<file path="config.mk">
export PLATFORM = sky130hd
export DESIGN_NAME = seq101_scheduler_flat
export DESIGN_NICKNAME = d
export VERILOG_FILES = /design/src/rtl/seq101_scheduler_if.sv /design/src/rtl/seq101_scheduler.sv /design/src/flat_wrapper.sv
export SDC_FILE = /design/constraint.sdc
export NUM_CORES = 1
export LEC_CHECK = 0
export CORE_MARGIN = 2
export CORE_UTILIZATION = 40
export DETAILED_ROUTE_END_ITERATION = 6
export MAX_ROUTING_LAYER = met4
export PLACE_DENSITY = 0.69
export SLEW_MARGIN = 0
export SYNTH_ARGS = -nofsm -noshare
export SYNTH_HDL_FRONTEND = slang
export SYNTH_SLANG_ARGS = --single-unit
</file>
<file path="constraint.sdc">
create_clock -name clk -period 1.4 [get_ports clk]
set_input_delay 0.35 -clock clk [delete_from_list [all_inputs] [get_ports clk]]
set_output_delay 0.35 -clock clk [all_outputs]
set_load 0.05 [all_outputs]
</file>
<file path="src/rtl/seq101_scheduler_if.sv">
// Bundle between the two word producers and the shared "101" detector scheduler.
// The master side is the requester/observer, and the slave side is the scheduler.
interface seq101_scheduler_if #(
    parameter int WIDTH = 8,
    parameter int CNT_W = 4
);
    logic             req_a;
    logic [WIDTH-1:0] data_a;
    logic             ack_a;
    logic             req_b;
    logic [WIDTH-1:0] data_b;
    logic             ack_b;
    logic             busy;
    logic             bit_out;
    logic             det_out;
    logic             done;
    logic             done_id;
    logic [CNT_W-1:0] match_count;
    logic [1:0]       dbg_state;

    // Handshake: a requester holds req and data stable until its one-cycle ack.
    // A req still high during the ack cycle counts as a fresh request.
    modport master (
        output req_a, data_a, req_b, data_b,
        input  ack_a, ack_b, busy, bit_out, det_out, done, done_id, match_count, dbg_state
    );

    modport slave (
        input  req_a, data_a, req_b, data_b,
        output ack_a, ack_b, busy, bit_out, det_out, done, done_id, match_count, dbg_state
    );
endinterface

</file>
<file path="src/rtl/seq101_scheduler.sv">
// Round-robin shares one overlapping "101" Moore detector between requesters A and B.
// Each accepted word is shifted in MSB-first, and the match count is returned with a done pulse.
module seq101_scheduler #(
    parameter int WIDTH = 8,
    parameter int CNT_W = 4
) (
    input logic              clk,
    input logic              rst,
    seq101_scheduler_if.slave bus
);
    localparam int BCW = (WIDTH > 1) ? $clog2(WIDTH) : 1;
    localparam logic [BCW-1:0]   LAST_BIT = BCW'(WIDTH - 1);
    localparam logic [CNT_W-1:0] CNT_MAX  = '1;

    typedef enum logic [1:0] {S_IDLE, S_SHIFT, S_DONE} state_e;
    typedef enum logic [1:0] {D0, D1, D10, D101} det_e;

    state_e           state_q, state_d;
    det_e             det_q, det_d, det_step;
    logic [WIDTH-1:0] shift_q, shift_d;
    logic [BCW-1:0]   bit_cnt_q, bit_cnt_d;
    logic [CNT_W-1:0] cnt_q, cnt_d, cnt_step;
    logic [CNT_W-1:0] mcount_q, mcount_d;
    logic             last_grant_q, last_grant_d;  // 0 = A, 1 = B
    logic             cur_id_q, cur_id_d;
    logic             done_id_q, done_id_d;
    logic             ack_a_q, ack_a_d;
    logic             ack_b_q, ack_b_d;
    logic             grant_b;
    logic             serial_bit;

    assign serial_bit = shift_q[WIDTH-1];
    // With both requesting, B wins only if A was served last.
    assign grant_b = bus.req_b & (~bus.req_a | ~last_grant_q);

    always_comb begin
        det_step = D0;
        case (det_q)
            D0:      det_step = serial_bit ? D1   : D0;
            D1:      det_step = serial_bit ? D1   : D10;
            D10:     det_step = serial_bit ? D101 : D0;
            D101:    det_step = serial_bit ? D1   : D10;
            default: det_step = D0;
        endcase
    end

    assign cnt_step = (det_step == D101 && cnt_q != CNT_MAX) ? cnt_q + 1'b1 : cnt_q;

    always_comb begin
        state_d      = state_q;
        det_d        = det_q;
        shift_d      = shift_q;
        bit_cnt_d    = bit_cnt_q;
        cnt_d        = cnt_q;
        mcount_d     = mcount_q;
        last_grant_d = last_grant_q;
        cur_id_d     = cur_id_q;
        done_id_d    = done_id_q;
        ack_a_d      = 1'b0;
        ack_b_d      = 1'b0;
        case (state_q)
            S_IDLE: begin
                if (bus.req_a | bus.req_b) begin
                    shift_d      = grant_b ? bus.data_b : bus.data_a;
                    last_grant_d = grant_b;
                    cur_id_d     = grant_b;
                    cnt_d        = '0;
                    det_d        = D0;
                    bit_cnt_d    = '0;
                    ack_a_d      = ~grant_b;
                    ack_b_d      = grant_b;
                    state_d      = S_SHIFT;
                end
            end
            S_SHIFT: begin
                det_d     = det_step;
                shift_d   = {shift_q[WIDTH-2:0], 1'b0};
                bit_cnt_d = bit_cnt_q + 1'b1;
                cnt_d     = cnt_step;
                if (bit_cnt_q == LAST_BIT) begin
                    // Park the detector so no match leaks into DONE or the next word.
                    det_d     = D0;
                    mcount_d  = cnt_step;
                    done_id_d = cur_id_q;
                    state_d   = S_DONE;
                end
            end
            S_DONE:  state_d = S_IDLE;
            default: state_d = S_IDLE;
        endcase
    end

    always_ff @(posedge clk or posedge rst) begin
        if (rst) begin
            state_q      <= S_IDLE;
            det_q        <= D0;
            shift_q      <= '0;
            bit_cnt_q    <= '0;
            cnt_q        <= '0;
            mcount_q     <= '0;
            last_grant_q <= 1'b1;
            cur_id_q     <= 1'b0;
            done_id_q    <= 1'b0;
            ack_a_q      <= 1'b0;
            ack_b_q      <= 1'b0;
        end else begin
            state_q      <= state_d;
            det_q        <= det_d;
            shift_q      <= shift_d;
            bit_cnt_q    <= bit_cnt_d;
            cnt_q        <= cnt_d;
            mcount_q     <= mcount_d;
            last_grant_q <= last_grant_d;
            cur_id_q     <= cur_id_d;
            done_id_q    <= done_id_d;
            ack_a_q      <= ack_a_d;
            ack_b_q      <= ack_b_d;
        end
    end

    assign bus.ack_a       = ack_a_q;
    assign bus.ack_b       = ack_b_q;
    assign bus.busy        = (state_q != S_IDLE);
    assign bus.bit_out     = (state_q == S_SHIFT) & serial_bit;
    assign bus.det_out     = (det_q == D101);
    assign bus.done        = (state_q == S_DONE);
    assign bus.done_id     = done_id_q;
    assign bus.match_count = mcount_q;
    assign bus.dbg_state   = state_q;
endmodule
</file>
<file path="src/flat_wrapper.sv">
// flat-port wrapper written by rule: the top's interface ports become plain ports
module seq101_scheduler_flat 
#(
    parameter int WIDTH = 8,
    parameter int CNT_W = 4
)
  (clk, rst, bus_req_a, bus_data_a, bus_req_b, bus_data_b, bus_ack_a, bus_ack_b, bus_busy, bus_bit_out, bus_det_out, bus_done, bus_done_id, bus_match_count, bus_dbg_state);
  seq101_scheduler_if #(.WIDTH(WIDTH), .CNT_W(CNT_W)) bus_i ();
  input logic clk;
  input logic rst;
  input wire logic [$bits(bus_i.req_a)-1:0] bus_req_a;
  input wire logic [$bits(bus_i.data_a)-1:0] bus_data_a;
  input wire logic [$bits(bus_i.req_b)-1:0] bus_req_b;
  input wire logic [$bits(bus_i.data_b)-1:0] bus_data_b;
  output wire logic [$bits(bus_i.ack_a)-1:0] bus_ack_a;
  output wire logic [$bits(bus_i.ack_b)-1:0] bus_ack_b;
  output wire logic [$bits(bus_i.busy)-1:0] bus_busy;
  output wire logic [$bits(bus_i.bit_out)-1:0] bus_bit_out;
  output wire logic [$bits(bus_i.det_out)-1:0] bus_det_out;
  output wire logic [$bits(bus_i.done)-1:0] bus_done;
  output wire logic [$bits(bus_i.done_id)-1:0] bus_done_id;
  output wire logic [$bits(bus_i.match_count)-1:0] bus_match_count;
  output wire logic [$bits(bus_i.dbg_state)-1:0] bus_dbg_state;
  assign bus_i.req_a = bus_req_a;
  assign bus_i.data_a = bus_data_a;
  assign bus_i.req_b = bus_req_b;
  assign bus_i.data_b = bus_data_b;
  assign bus_ack_a = bus_i.ack_a;
  assign bus_ack_b = bus_i.ack_b;
  assign bus_busy = bus_i.busy;
  assign bus_bit_out = bus_i.bit_out;
  assign bus_det_out = bus_i.det_out;
  assign bus_done = bus_i.done;
  assign bus_done_id = bus_i.done_id;
  assign bus_match_count = bus_i.match_count;
  assign bus_dbg_state = bus_i.dbg_state;
  seq101_scheduler #(.WIDTH(WIDTH), .CNT_W(CNT_W)) u_core (.clk(clk), .rst(rst), .bus(bus_i));
endmodule
</file>
==> summary.md <==
| Metric | Value |
|---|---|
| DRT iter0 DRCs | `a little under 60` |
| Final worst setup slack | `-0.204 ns` |
| Nets@finish | `roughly 220` |
| FF-to-FF path depth | `6` |
| N_diodes | `0` |
| Flop pwr share | `between 30% and 40%` |
| Global-route wire length before repair | `about 5600 µm` |
| Post-detailed-routing wire length | `about 3300 µm` |
| CTS tree | `done` |
| Buf/Inv on CP | `1` |
| Violated checks | `negative setup slack` |
| Simple-Gate Fraction of Synth Area | `16.4%` |
| FFs w/ async S/R, synth | `between 90% and 100%` |
| Wire length per cell | `around 14 µm` |
| Syn Area/Cell | `around 10 µm²` |
| Crit Path Class | `reg2out` |
| CTS root buf | `clkbuf_4` |
| Levels on crit path | `3` |
| Clock transition at the registers of the reported paths | `between 0.1 and 0.15 ns` |
| # H-tree levels | `1` |
| Top cells by area, synth | `dfrtp_1 (49%), nand2_1 (6.0%), a221o_1 (5.1%)` |
| Final Wtd Congestion | `approximately 0.88` |
| CP required | `1.05 ns` |
| Crit path largest cell delay | `roughly 0.45 ns` |
| Num ports | `33` |
| Fraction of layout cells with a size suffix above 1 | `between 30% and 40%` |
| Core Region | `approximately 3300 µm²` |
| Mux share of post-synthesis cell area | `2.99%` |
| Register area share after synthesis | `between 50 and 60%` |
| Prevailing post-synth register cell | `dfrtp_1` |
| Layout Area Growth over Synthesis | `64.3%` |
| Commonest cells in the netlist | `dfrtp_1 (27), nand2_1 (22), nor2_1 (9), a21oi_1 (8), a221o_1 (7)` |
| Die Ht | `~63 µm` |
| Switch share | `about two fifths` |
| Chip Width | `62.8 µm` |
| Layout Skew | `around 0.0047 ns` |
| Post-DR vias/cell | `approximately 5.2` |
| Worst r2r dst | `u_core.bus.done_id$_DFFE_PP0P_` |
| Psw | `0.00177 W` |
| Total via count in the routed design | `around 1.3k` |
| Initial antenna violation count | `0` |
| Comb power frac | `61.0%` |
| Yosys top cell by area | `dfrtp_1` |
| Largest net degree at the start of global routing | `29` |
| Dpl ws | `-0.423 ns` |
| Peak VDD IR | `0.962 mV` |
| Unrepaired setup endpoints after global routing | `yes` |
| DP Area | `~2000 µm²` |
| Max-Cap Viols | `0` |
| Int Power | `approximately 0.0027 W` |
| Clock group share of total power | `under 10%` |
| Leak | `about 1.0 nW` |
| CP delay by family, top | `flip-flops` |
| CP max-delay cell | `dfrtp_2` |
| Largest family of logic cells by synthesized area | `compound AO/OA/AOI/OAI gates` |
| DRC violations left | `0` |
| Final ANT Viol Nets | `0` |
| Yosys cell types | `38` |
| Adder-Cell Fraction of Synth Area | `under 10%` |
| Final setup violation count | `15` |
| Total grt overflow | `0` |
| Crit. End Element | `primary output` |
| Hpwl dp | `2380 µm` |
| Critical path origin | `u_core.bus.dbg_state[0]$_DFFE_PP0P_` |
| All-layer global routing usage | `a little under a fifth` |
| R2R setup slack | `-0.07 ns` |
| Final hold slack | `0.335 ns` |
| Area share of the largest cell type after synthesis | `around half` |
| Post-synthesis instance total | `roughly 140` |
| Util after Layout | `slightly below 70%` |
| Status | `complete, but fails checks` |
| Pre-antenna DRT Iters | `4` |
| TritonCTS Buffers | `3` |
| Final Instance Area | `about 2300 µm²` |
| Startpoint Class | `flop` |
| Sinks on Clock Net | `28` |
| Minimum clock period | `~1.6 ns` |
| Crit path to | `bus_bit_out` |
| Top-count cell post-synth | `dfrtp_1` |
| CP arrival | `about 1.3 ns` |
| EDFF count, synth | `0` |
| Row cnt | `21` |
| Slew margin rel. | `roughly three quarters` |
| Syn. warnings | `0` |
| Compound-gate portion of the synthesized area | `between 20% and 30%` |
| Port Buffer Count | `32` |
| Reg2Reg Launch Point | `u_core.bus.dbg_state[0]$_DFFE_PP0P_` |
| Syn_nets | `158` |
| Pwr Density | `slightly below 2000 nW/µm²` |
| Max Transition Viols Final | `0` |
| FMAX | `around 620 MHz` |
| Hold crit path type | `in2async` |
| Hold Fails Final Rpt | `0` |
| Cell Area, Synth | `between 1000 and 1500 µm²` |
| Worst-margin pin slew | `a little under 0.4 ns` |
| Clk_lat worst skew | `~0.33 ns` |
| Number of synthesized register bits | `28` |
| CTS Buffer Depth | `2` |
| CP Cell Sequence | `nor2b_4, and2_4, buf_12` |
| Initial Utilization | `between 40% and 50%` |
| Crit-path max FO | `4` |
| Die area | `approximately 4000 µm²` |
| Final period utilization | `115%` |
| Vias in the first global route | `around 1.3k` |
| Xor-xnor portion of the synthesized cell area | `less than 1%` |
-- worst min-delay path by stage --
stage / cells after the start / slack, ns / to / startpoint
6_report: 3 / 0.34 / u_core.bus.dbg_state[1]$_DFFE_PP0P_ / rst
5_1_grt: 3 / 0.37 / u_core.bus.dbg_state[1]$_DFFE_PP0P_ / rst
4_1_cts: 3 / 0.35 / u_core.bus.match_count[1]$_DFFE_PP0P_ / rst
3_5_place_dp: 1 / 0.48 / u_core.cur_id_q$_DFFE_PP0P_ / u_core.cur_id_q$_DFFE_PP0P_
3_3_place_gp: 1 / 0.46 / u_core.cur_id_q$_DFFE_PP0P_ / u_core.cur_id_q$_DFFE_PP0P_
2_1_floorplan: 1 / 0.41 / u_core.bit_cnt_q[0]$_DFFE_PP0P_ / rst
-- placed cells by master, fill, tap and decap left out, types with 3 or more instances in the layout --
cell type	instances
buf_6	10
nand3_1	4
mux2i_1	3
dfrtp_1	25
a21oi_1	8
nor2_4	3
buf_4	22
o21ai_0	3
buf_12	13
a221o_1	7
nand2_2	3
inv_1	4
a21o_1	3
nor3_1	3
o21ai_1	4
nor2_1	6
nand2_1	19
clkdlybuf4s50_1	17
clkbuf_4	3
-- worst min-delay path: cells and delay by family --
family | cells | cell delay (ns)
buffers and inverters | 3 | 0.68
-- sequential cells by signal (all words and copies together), names as in the netlist --
| name | count |
|---|---|
| u_core.bus.ack_b | 1 |
| u_core.last_grant_q | 1 |
| u_core.bus.dbg_state | 2 |
| u_core.shift_q | 8 |
| u_core.det_q | 2 |
| u_core.cur_id_q | 1 |
| u_core.cnt_q | 4 |
| u_core.bus.done_id | 1 |
| u_core.bus.match_count | 4 |
| u_core.bus.ack_a | 1 |
| u_core.bit_cnt_q | 3 |
-- per-stage QoR --
step / setup TNS [ns] / power [W] / instances
after detailed placement: -7.44 / 0.00363 / 227
after global routing: -1.98 / 0.00471 / 246
final: -0.994 / 0.00443 / 246
after CTS: -0.760 / 0.00418 / 237
after floorplan: -0.347 / 0.00261 / 135
after global placement: -6.21 / 0.00356 / 227
-- cell families after synthesis --
logic type | after synthesis
AOI/OAI and AO/OA | 39
xor gates and xnor gates | 1
adders and majority gates | 3
buffers and inverters | 11
DFF | 28
muxes | 4
and+or+nand+nor | 49
-- power by group through the flow --
stage               clock, W  sequential (W)  combinational (W)
floorplan                  0         0.00164           0.000972
global placement           0         0.00135            0.00221
detailed placement         0         0.00136            0.00226
CTS                 0.000349         0.00137            0.00245
global route        0.000399         0.00142            0.00289
finish              0.000345         0.00138            0.00270
-- cell type report --
type                    instances  area, µm²
well taps                      46       57.6
fillers                       257       1070
inverters                       5       18.8
clock buffers                   4       26.3
repair buffers                 67        751
multi-input cells              96        712
flip-flops and latches         28        704
-- per-layer routing --
layer | GRT usage, % | share of wire, % | up-vias
met1 | 22.8 | 43 | 626
met3 | 2.34 | 3.9 | 4
met4 | 4.17 | 0.84 | 0
met2 | 30.8 | 52 | 30
met5 | - | 0 | -
li1 | - | - | 618
-- repair_timing --
item,CTS,global route
resized for setup,18,20
hold buffers,0,0
setup endpoints to repair,24,19
pin swaps,5,8
setup buffers,6,8
gates cloned,0,2
No activity file was read; power rests on OpenSTA's default activity.
